$ cat src/rtl/velocity_pkg.sv
// velocity_pkg: shared constants, FSM state type and velocity saturation helper for the
// velocity memory writer.
//   VEL_DEPTH  - number of velocity entries (flat addresses 0..VEL_DEPTH-1)
//   VEL_W      - velocity width in bits
//   ADDR_W     - write address width
//   LFSR_RESET - LFSR value after reset
//   LFSR_SEED  - LFSR value loaded on refill start when VELOCITY_FIXED_SEED_EN is defined
package velocity_pkg;

  localparam int unsigned VEL_DEPTH = 53;
  localparam int unsigned VEL_W     = 2;
  localparam int unsigned ADDR_W    = 6;

  localparam logic [7:0] LFSR_RESET = 8'h01;
  localparam logic [7:0] LFSR_SEED  = 8'hA5;

  typedef enum logic [1:0] {
    StIdle,
    StFill,
    StHold
  } vel_state_e;

  // Random two-bit velocity plus difficulty bias, saturated at the maximum velocity.
  function automatic logic [VEL_W-1:0] sat_vel(logic [1:0] rnd, logic [1:0] lvl);
    logic [2:0] sum;
    sum = {1'b0, rnd} + {1'b0, lvl};
    return sum[2] ? 2'd3 : sum[1:0];
  endfunction

endpackage

$ cat src/rtl/velocity_mem_writer_if.sv
// velocity_mem_writer_if: request and memory-write signals of the velocity memory writer.
//   start    - one-cycle full refill request
//   level    - difficulty bias, latched when a request is accepted
//   upd_req  - single-entry update request, held until upd_ack
//   upd_col  - entry to re-randomise, sampled with upd_req
//   wr_en    - memory write strobe
//   wr_addr  - flat write address
//   wr_data  - velocity to write
//   busy     - refill in progress
//   done     - one-cycle pulse after the last refill write
//   upd_ack  - one-cycle pulse coincident with the single-entry write
// Modports: master = game controller / memory side, slave = writer.
interface velocity_mem_writer_if;
  import velocity_pkg::*;

  logic              start;
  logic [1:0]        level;
  logic              upd_req;
  logic [ADDR_W-1:0] upd_col;
  logic              wr_en;
  logic [ADDR_W-1:0] wr_addr;
  logic [VEL_W-1:0]  wr_data;
  logic              busy;
  logic              done;
  logic              upd_ack;

  modport master (
    output start, level, upd_req, upd_col,
    input  wr_en, wr_addr, wr_data, busy, done, upd_ack
  );

  modport slave (
    input  start, level, upd_req, upd_col,
    output wr_en, wr_addr, wr_data, busy, done, upd_ack
  );

endinterface

$ cat src/rtl/vel_lfsr8.sv
// vel_lfsr8: 8-bit Fibonacci LFSR, x^8+x^6+x^5+x^4+1, left shifting, advancing every cycle.
//   clk   - clock
//   rst_n - asynchronous active-low reset, loads LFSR_RESET
//   load  - load seed instead of advancing on this edge
//   seed  - value to load
//   q     - current LFSR state
module vel_lfsr8
  import velocity_pkg::*;
(
  input  logic       clk,
  input  logic       rst_n,
  input  logic       load,
  input  logic [7:0] seed,
  output logic [7:0] q
);

  logic [7:0] q_d;

  always_comb begin
    q_d = load ? seed : {q[6:0], q[7] ^ q[5] ^ q[4] ^ q[3]};
  end

  always_ff @(posedge clk or negedge rst_n) begin
    if (!rst_n) begin
      q <= LFSR_RESET;
    end else begin
      q <= q_d;
    end
  end

endmodule

$ cat src/rtl/velocity_mem_writer.sv
// velocity_mem_writer: produces the write stream that loads the 53-entry velocity memory with
// pseudo-random velocities, either as a full refill or a single-entry re-randomisation.
//   clk   - system clock
//   rst_n - asynchronous active-low reset; abandons any write sequence
//   bus   - velocity_mem_writer_if.slave (requests in, write stream and status out)
// Build option: VELOCITY_FIXED_SEED_EN reloads the LFSR with LFSR_SEED on every accepted start,
// making each refill reproducible. Without it the LFSR free-runs from reset.
module velocity_mem_writer
  import velocity_pkg::*;
(
  input  logic                   clk,
  input  logic                   rst_n,
  velocity_mem_writer_if.slave   bus
);

  localparam logic [ADDR_W-1:0] DepthA = ADDR_W'(VEL_DEPTH);

  vel_state_e        state_q;
  logic [ADDR_W-1:0] cnt_q;
  logic [ADDR_W-1:0] col_q;
  logic [1:0]        level_q;
  logic              pend_q;

  logic              wr_en_q;
  logic [ADDR_W-1:0] wr_addr_q;
  logic [VEL_W-1:0]  wr_data_q;
  logic              busy_q;
  logic              done_q;
  logic              upd_ack_q;

  logic [7:0]        lfsr;
  logic              lfsr_load;
  logic              start_accept;
  logic [VEL_W-1:0]  vel;
  logic              unused_lfsr;

  assign start_accept = (state_q == StIdle) && bus.start;

`ifdef VELOCITY_FIXED_SEED_EN
  assign lfsr_load = start_accept;
`else
  assign lfsr_load = 1'b0;
`endif

  vel_lfsr8 u_lfsr (
    .clk   (clk),
    .rst_n (rst_n),
    .load  (lfsr_load),
    .seed  (LFSR_SEED),
    .q     (lfsr)
  );

  // Uses the LFSR value present before this edge's advance.
  assign vel         = sat_vel(lfsr[1:0], level_q);
  assign unused_lfsr = ^lfsr[7:2];

  always_ff @(posedge clk or negedge rst_n) begin
    if (!rst_n) begin
      state_q   <= StIdle;
      cnt_q     <= '0;
      col_q     <= '0;
      level_q   <= '0;
      pend_q    <= 1'b0;
      wr_en_q   <= 1'b0;
      wr_addr_q <= '0;
      wr_data_q <= '0;
      busy_q    <= 1'b0;
      done_q    <= 1'b0;
      upd_ack_q <= 1'b0;
    end else begin
      wr_en_q   <= 1'b0;
      done_q    <= 1'b0;
      upd_ack_q <= 1'b0;
      unique case (state_q)
        StIdle: begin
          if (start_accept) begin
            level_q <= bus.level;
            cnt_q   <= '0;
            state_q <= StFill;
          end else if (bus.upd_req && (bus.upd_col < DepthA)) begin
            level_q <= bus.level;
            col_q   <= bus.upd_col;
            pend_q  <= 1'b1;
            state_q <= StHold;
          end
        end
        StFill: begin
          // cnt_q runs one past the last address so done lands the cycle after the final write.
          if (cnt_q == DepthA) begin
            busy_q  <= 1'b0;
            done_q  <= 1'b1;
            state_q <= StIdle;
          end else begin
            wr_en_q   <= 1'b1;
            wr_addr_q <= cnt_q;
            wr_data_q <= vel;
            busy_q    <= 1'b1;
            cnt_q     <= cnt_q + ADDR_W'(1);
          end
        end
        StHold: begin
          // Issue the accepted write once, then wait for the requester to drop upd_req so a
          // still-held request is not acked a second time.
          if (pend_q) begin
            pend_q    <= 1'b0;
            wr_en_q   <= 1'b1;
            upd_ack_q <= 1'b1;
            wr_addr_q <= col_q;
            wr_data_q <= vel;
          end else if (!bus.upd_req) begin
            state_q <= StIdle;
          end
        end
        default: state_q <= StIdle;
      endcase
    end
  end

  assign bus.wr_en   = wr_en_q;
  assign bus.wr_addr = wr_addr_q;
  assign bus.wr_data = wr_data_q;
  assign bus.busy    = busy_q;
  assign bus.done    = done_q;
  assign bus.upd_ack = upd_ack_q;

endmodule

$ cat src/flat_wrapper.sv
// flat-port wrapper written by rule: the top's interface ports become plain ports
module velocity_mem_writer_flat import velocity_pkg::*;
  (clk, rst_n, bus_start, bus_level, bus_upd_req, bus_upd_col, bus_wr_en, bus_wr_addr, bus_wr_data, bus_busy, bus_done, bus_upd_ack);
  velocity_mem_writer_if bus_i ();
  input  logic clk;
  input  logic rst_n;
  input wire logic [$bits(bus_i.start)-1:0] bus_start;
  input wire logic [$bits(bus_i.level)-1:0] bus_level;
  input wire logic [$bits(bus_i.upd_req)-1:0] bus_upd_req;
  input wire logic [$bits(bus_i.upd_col)-1:0] bus_upd_col;
  output wire logic [$bits(bus_i.wr_en)-1:0] bus_wr_en;
  output wire logic [$bits(bus_i.wr_addr)-1:0] bus_wr_addr;
  output wire logic [$bits(bus_i.wr_data)-1:0] bus_wr_data;
  output wire logic [$bits(bus_i.busy)-1:0] bus_busy;
  output wire logic [$bits(bus_i.done)-1:0] bus_done;
  output wire logic [$bits(bus_i.upd_ack)-1:0] bus_upd_ack;
  assign bus_i.start = bus_start;
  assign bus_i.level = bus_level;
  assign bus_i.upd_req = bus_upd_req;
  assign bus_i.upd_col = bus_upd_col;
  assign bus_wr_en = bus_i.wr_en;
  assign bus_wr_addr = bus_i.wr_addr;
  assign bus_wr_data = bus_i.wr_data;
  assign bus_busy = bus_i.busy;
  assign bus_done = bus_i.done;
  assign bus_upd_ack = bus_i.upd_ack;
  velocity_mem_writer u_core (.clk(clk), .rst_n(rst_n), .bus(bus_i));
endmodule
$ cat config.mk
export PLATFORM = sky130hd
export DESIGN_NAME = velocity_mem_writer_flat
export DESIGN_NICKNAME = d
export VERILOG_FILES = /design/src/rtl/velocity_pkg.sv /design/src/rtl/velocity_mem_writer_if.sv /design/src/rtl/vel_lfsr8.sv /design/src/rtl/velocity_mem_writer.sv /design/src/flat_wrapper.sv
export SDC_FILE = /design/constraint.sdc
export NUM_CORES = 1
export LEC_CHECK = 0
export ABC_AREA = 1
export CORE_MARGIN = 8
export CORE_UTILIZATION = 40
export CTS_CLUSTER_DIAMETER = 120
export DETAILED_ROUTE_END_ITERATION = 6
export DONT_BUFFER_PORTS = 1
export GPL_TIMING_DRIVEN = 0
export PLACE_DENSITY = 0.54
export REMOVE_ABC_BUFFERS = 1
export SYNTH_ARGS = -nofsm -noshare
export SYNTH_HDL_FRONTEND = slang
export SYNTH_SLANG_ARGS = --single-unit
$ cat constraint.sdc
create_clock -name clk -period 1.4 [get_ports clk]
set_input_delay 0.42 -clock clk [delete_from_list [all_inputs] [get_ports clk]]
set_output_delay 0.42 -clock clk [all_outputs]
set_load 0.1 [all_outputs]
==> results.toml <==
[sta]
hold_violations = 0
slew_viol_final = 0
rsz0062_at_grt = "true"
worst_slack_ns = -0.0397
slew_headroom_pct = 79.3
clock-skew-final_ns = 0.00536
period_share_pct = 103
max_clock_freq_mhz = 695
finalCriticalPeriod_ns = 1.44
setup_viol = 10
tightestPinTransition_ns = 0.311
whs_ns = 0.249

[critical_path]
crit_top_cell = "a21oi_2"
cp.arrival_ns = 1.62
crit_slowest_cell = "dfrtp_1"
cp_top_family = "flip-flops"
crit_required_ns = 1.58
path_cells = "inv_2, ha_4, inv_4, nor2_4, a21oi_4, nand2_4, a21oi_2, a21oi_2"
crit_path_start_kind = "flop"
worst-path-max-fanout = 6
crit_path_max_incr_delay_ns = 0.43
crit_buf_inv = 2
crit_type = "flop to flop"
end_kind = "flop"

[clock_network]
cts-buffers-inserted = 5
clock_latency_ns = 0.28
cts_tree = "done"
cts.clk_slew.worst_paths_ns = 0.07
clock_path_buffers = 2
cts_root_buf = "clkbuf_8"
clock-sinks = 37
htreeDepth = 2

[hold_path]
hp-class = "input port to flop"

[logic_synthesis]
synthTopCellsByArea = "dfrtp_1 50%, nand2_1 14%, ha_1 4.2%"
yosys.area.top_type_share_pct = 49.9
synth_seq_cells = 37
async_reset_ff_share_pct = 100
ys_seq_area_share_pct = 51.4
syn_area_um2 = 1810
synth_warnings = 0
synthCells = 200
ys.flop_type = "dfrtp_1"
synth.distinct_cells = 32
synth_edf_count = 0
post_synth.cell_area_avg_um2 = 9.03
yosysTopAreaCell = "dfrtp_1"

[die]
die_area_um2 = 6920
rows = 24
floorplan.die.height_um = 83.2
design.core.area_um2 = 4350
start_util_pct = 41.5
ios = 24
die_w_um = 83.2

[placement]
place_congestion = 0.795
hpwl_um = 2530
dp.cells = 248
portBuffers = 0
dpl_cell_area_um2 = 1840

[route]
drt_iter0_markers = 64
vias = 1329
routedWlPerCell_um = 13.8
antenna_left = 0
drc = 0
wl_um = 3800
drt-vias-per-instance = 4.83
dr.pass1.iters = 4

[cells_and_area]
num-nets-final = 241
seq_area_um2 = 972
n_fill_cell = 382
multiInputGateArea_um2 = 925
final_area_um2 = 2330
drive_gt1_share_pct = 38.6
antenna_cells = 0
final_cell_count_no_fill = 275
syn_to_final_growth_pct = 29.2

[power]
power_leakage_nw = 1.12
ir_drop_mv = 1.30
p_per_area_nw_per_um2 = 2370

[grt]
grt_overflow_total = 0
grt_pass1_wl_um = 6440
antenna_found_initial = 0
grt_max_degree = 38
grtUsageTotal_pct = 11.3
first_global_vias = 1325

[run_status]
status = "finished with violations"
violations = "negative setup slack"

[flow_run]
maxCapViolations = 0
sequential cells by signal (all words and copies together), names as in the netlist:
register and flops:
u_core.u_lfsr.q 8, u_core.bus.wr_addr 6, u_core.cnt_q 6, u_core.col_q 6, u_core.bus.wr_data 2, u_core.level_q 2
u_core.state_q 2, u_core.bus.busy 1, u_core.bus.done 1, u_core.bus.upd_ack 1, u_core.bus.wr_en 1, u_core.pend_q 1
report_power, final:
part           internal (mW)  total, mW  leakage (nW)  switching [mW]
clock                  0.445      0.812        0.0542           0.367
sequential              1.48       2.73         0.465            1.26
combinational          0.874       1.97         0.597            1.10
total                   2.80       5.52          1.12            2.72
stage by stage:
stage	utilization (%)	total power, mW	worst slack, ns	setup TNS (ns)
floorplan	-	3.53	-0.131	-0.743
global placement	42.2	3.77	-0.455	-4.62
detailed placement	42.2	3.81	-0.492	-5.77
CTS	50.6	5.25	-0.0122	-0.0122
global route	53.6	5.84	-0.152	-1.69
finish	53.6	5.52	-0.0397	-0.220
logic make-up (layout without fill, tap and decap cells):
group	after synthesis	in the layout	synth area share, %
AO/OA/AOI/OAI	27	27	10.3
flip-flops	37	37	51.4
buffers and inverters	27	49	6.65
XOR/XNOR	3	3	1.46
adder cells (fa/ha/maj)	7	7	5.27
AND/OR/NAND/NOR	99	100	25.0
synthesized netlist by cell type (2+ instances only):
| library cell | instances |
|---|---|
| nand4_1 | 3 |
| nand3_1 | 14 |
| nor2_4 | 2 |
| dfrtp_1 | 36 |
| buf_6 | 2 |
| inv_1 | 18 |
| o21ai_0 | 12 |
| ha_1 | 6 |
| o21ai_2 | 6 |
| a21oi_1 | 2 |
| nor2_1 | 3 |
| xnor2_1 | 2 |
| nor2_2 | 2 |
| inv_2 | 5 |
| nand2_2 | 4 |
| nand2_1 | 67 |
worst paths after layout:
| check | start | slack (ns) | depth (start not counted) | to |
|---|---|---|---|---|
| min in group asynchronous | rst_n | 0.58 | 2 | u_core.cnt_q[5] |
| worst min-delay path | bus_upd_col[2] | 0.25 | 2 | u_core.col_q[2] |
| worst max-delay path | u_core.state_q[0] | -0.04 | 8 | u_core.cnt_q[0] |
| worst min register to register | u_core.u_lfsr.q[2] | 0.35 | 0 | u_core.u_lfsr.q[3] |
| worst max register to register | u_core.state_q[0] | -0.04 | 8 | u_core.cnt_q[0] |
| max in group asynchronous | rst_n | 0.57 | 2 | u_core.u_lfsr.q[0] |
per-layer routing:
layer | vias up | global-route usage [%] | part of all wire, %
met2 | 23 | 16.8 | 47
met5 | - | 0 | 0
met1 | 615 | 13.7 | 44
li1 | 684 | - | -
met3 | 7 | 5.18 | 7.1
met4 | 0 | 4.79 | 1.4
layout make-up:
type	count	area share (%)
timing repair buffer	18	7.30
inverter	23	4.24
sequential	37	41.7
tap	52	2.79
clock inverter	1	0.215
multi-input combinational	137	39.6
clock buffer	7	4.13
timing repair:
action / CTS / global route
hold buffers: 2 / 0
endpoints found under the hold margin: 37 / 0
endpoints found under the setup margin: 36 / 27
setup buffers: 10 / 6
gates cloned: 1 / 0
resized for setup: 45 / 26
pin swaps: 13 / 20
cells in the final DEF (no fill, tap or decap), drive strengths merged, types with 2 or more instances in the layout:
master / instances
a21oi: 3
buf: 17
clkbuf: 7
dfrtp: 36
ha: 6
inv: 23
nand2: 72
nand3: 16
nand4: 3
nor2: 7
o21ai: 19
o21bai: 2
xnor2: 2
Power figures use the tool's default switching activity.
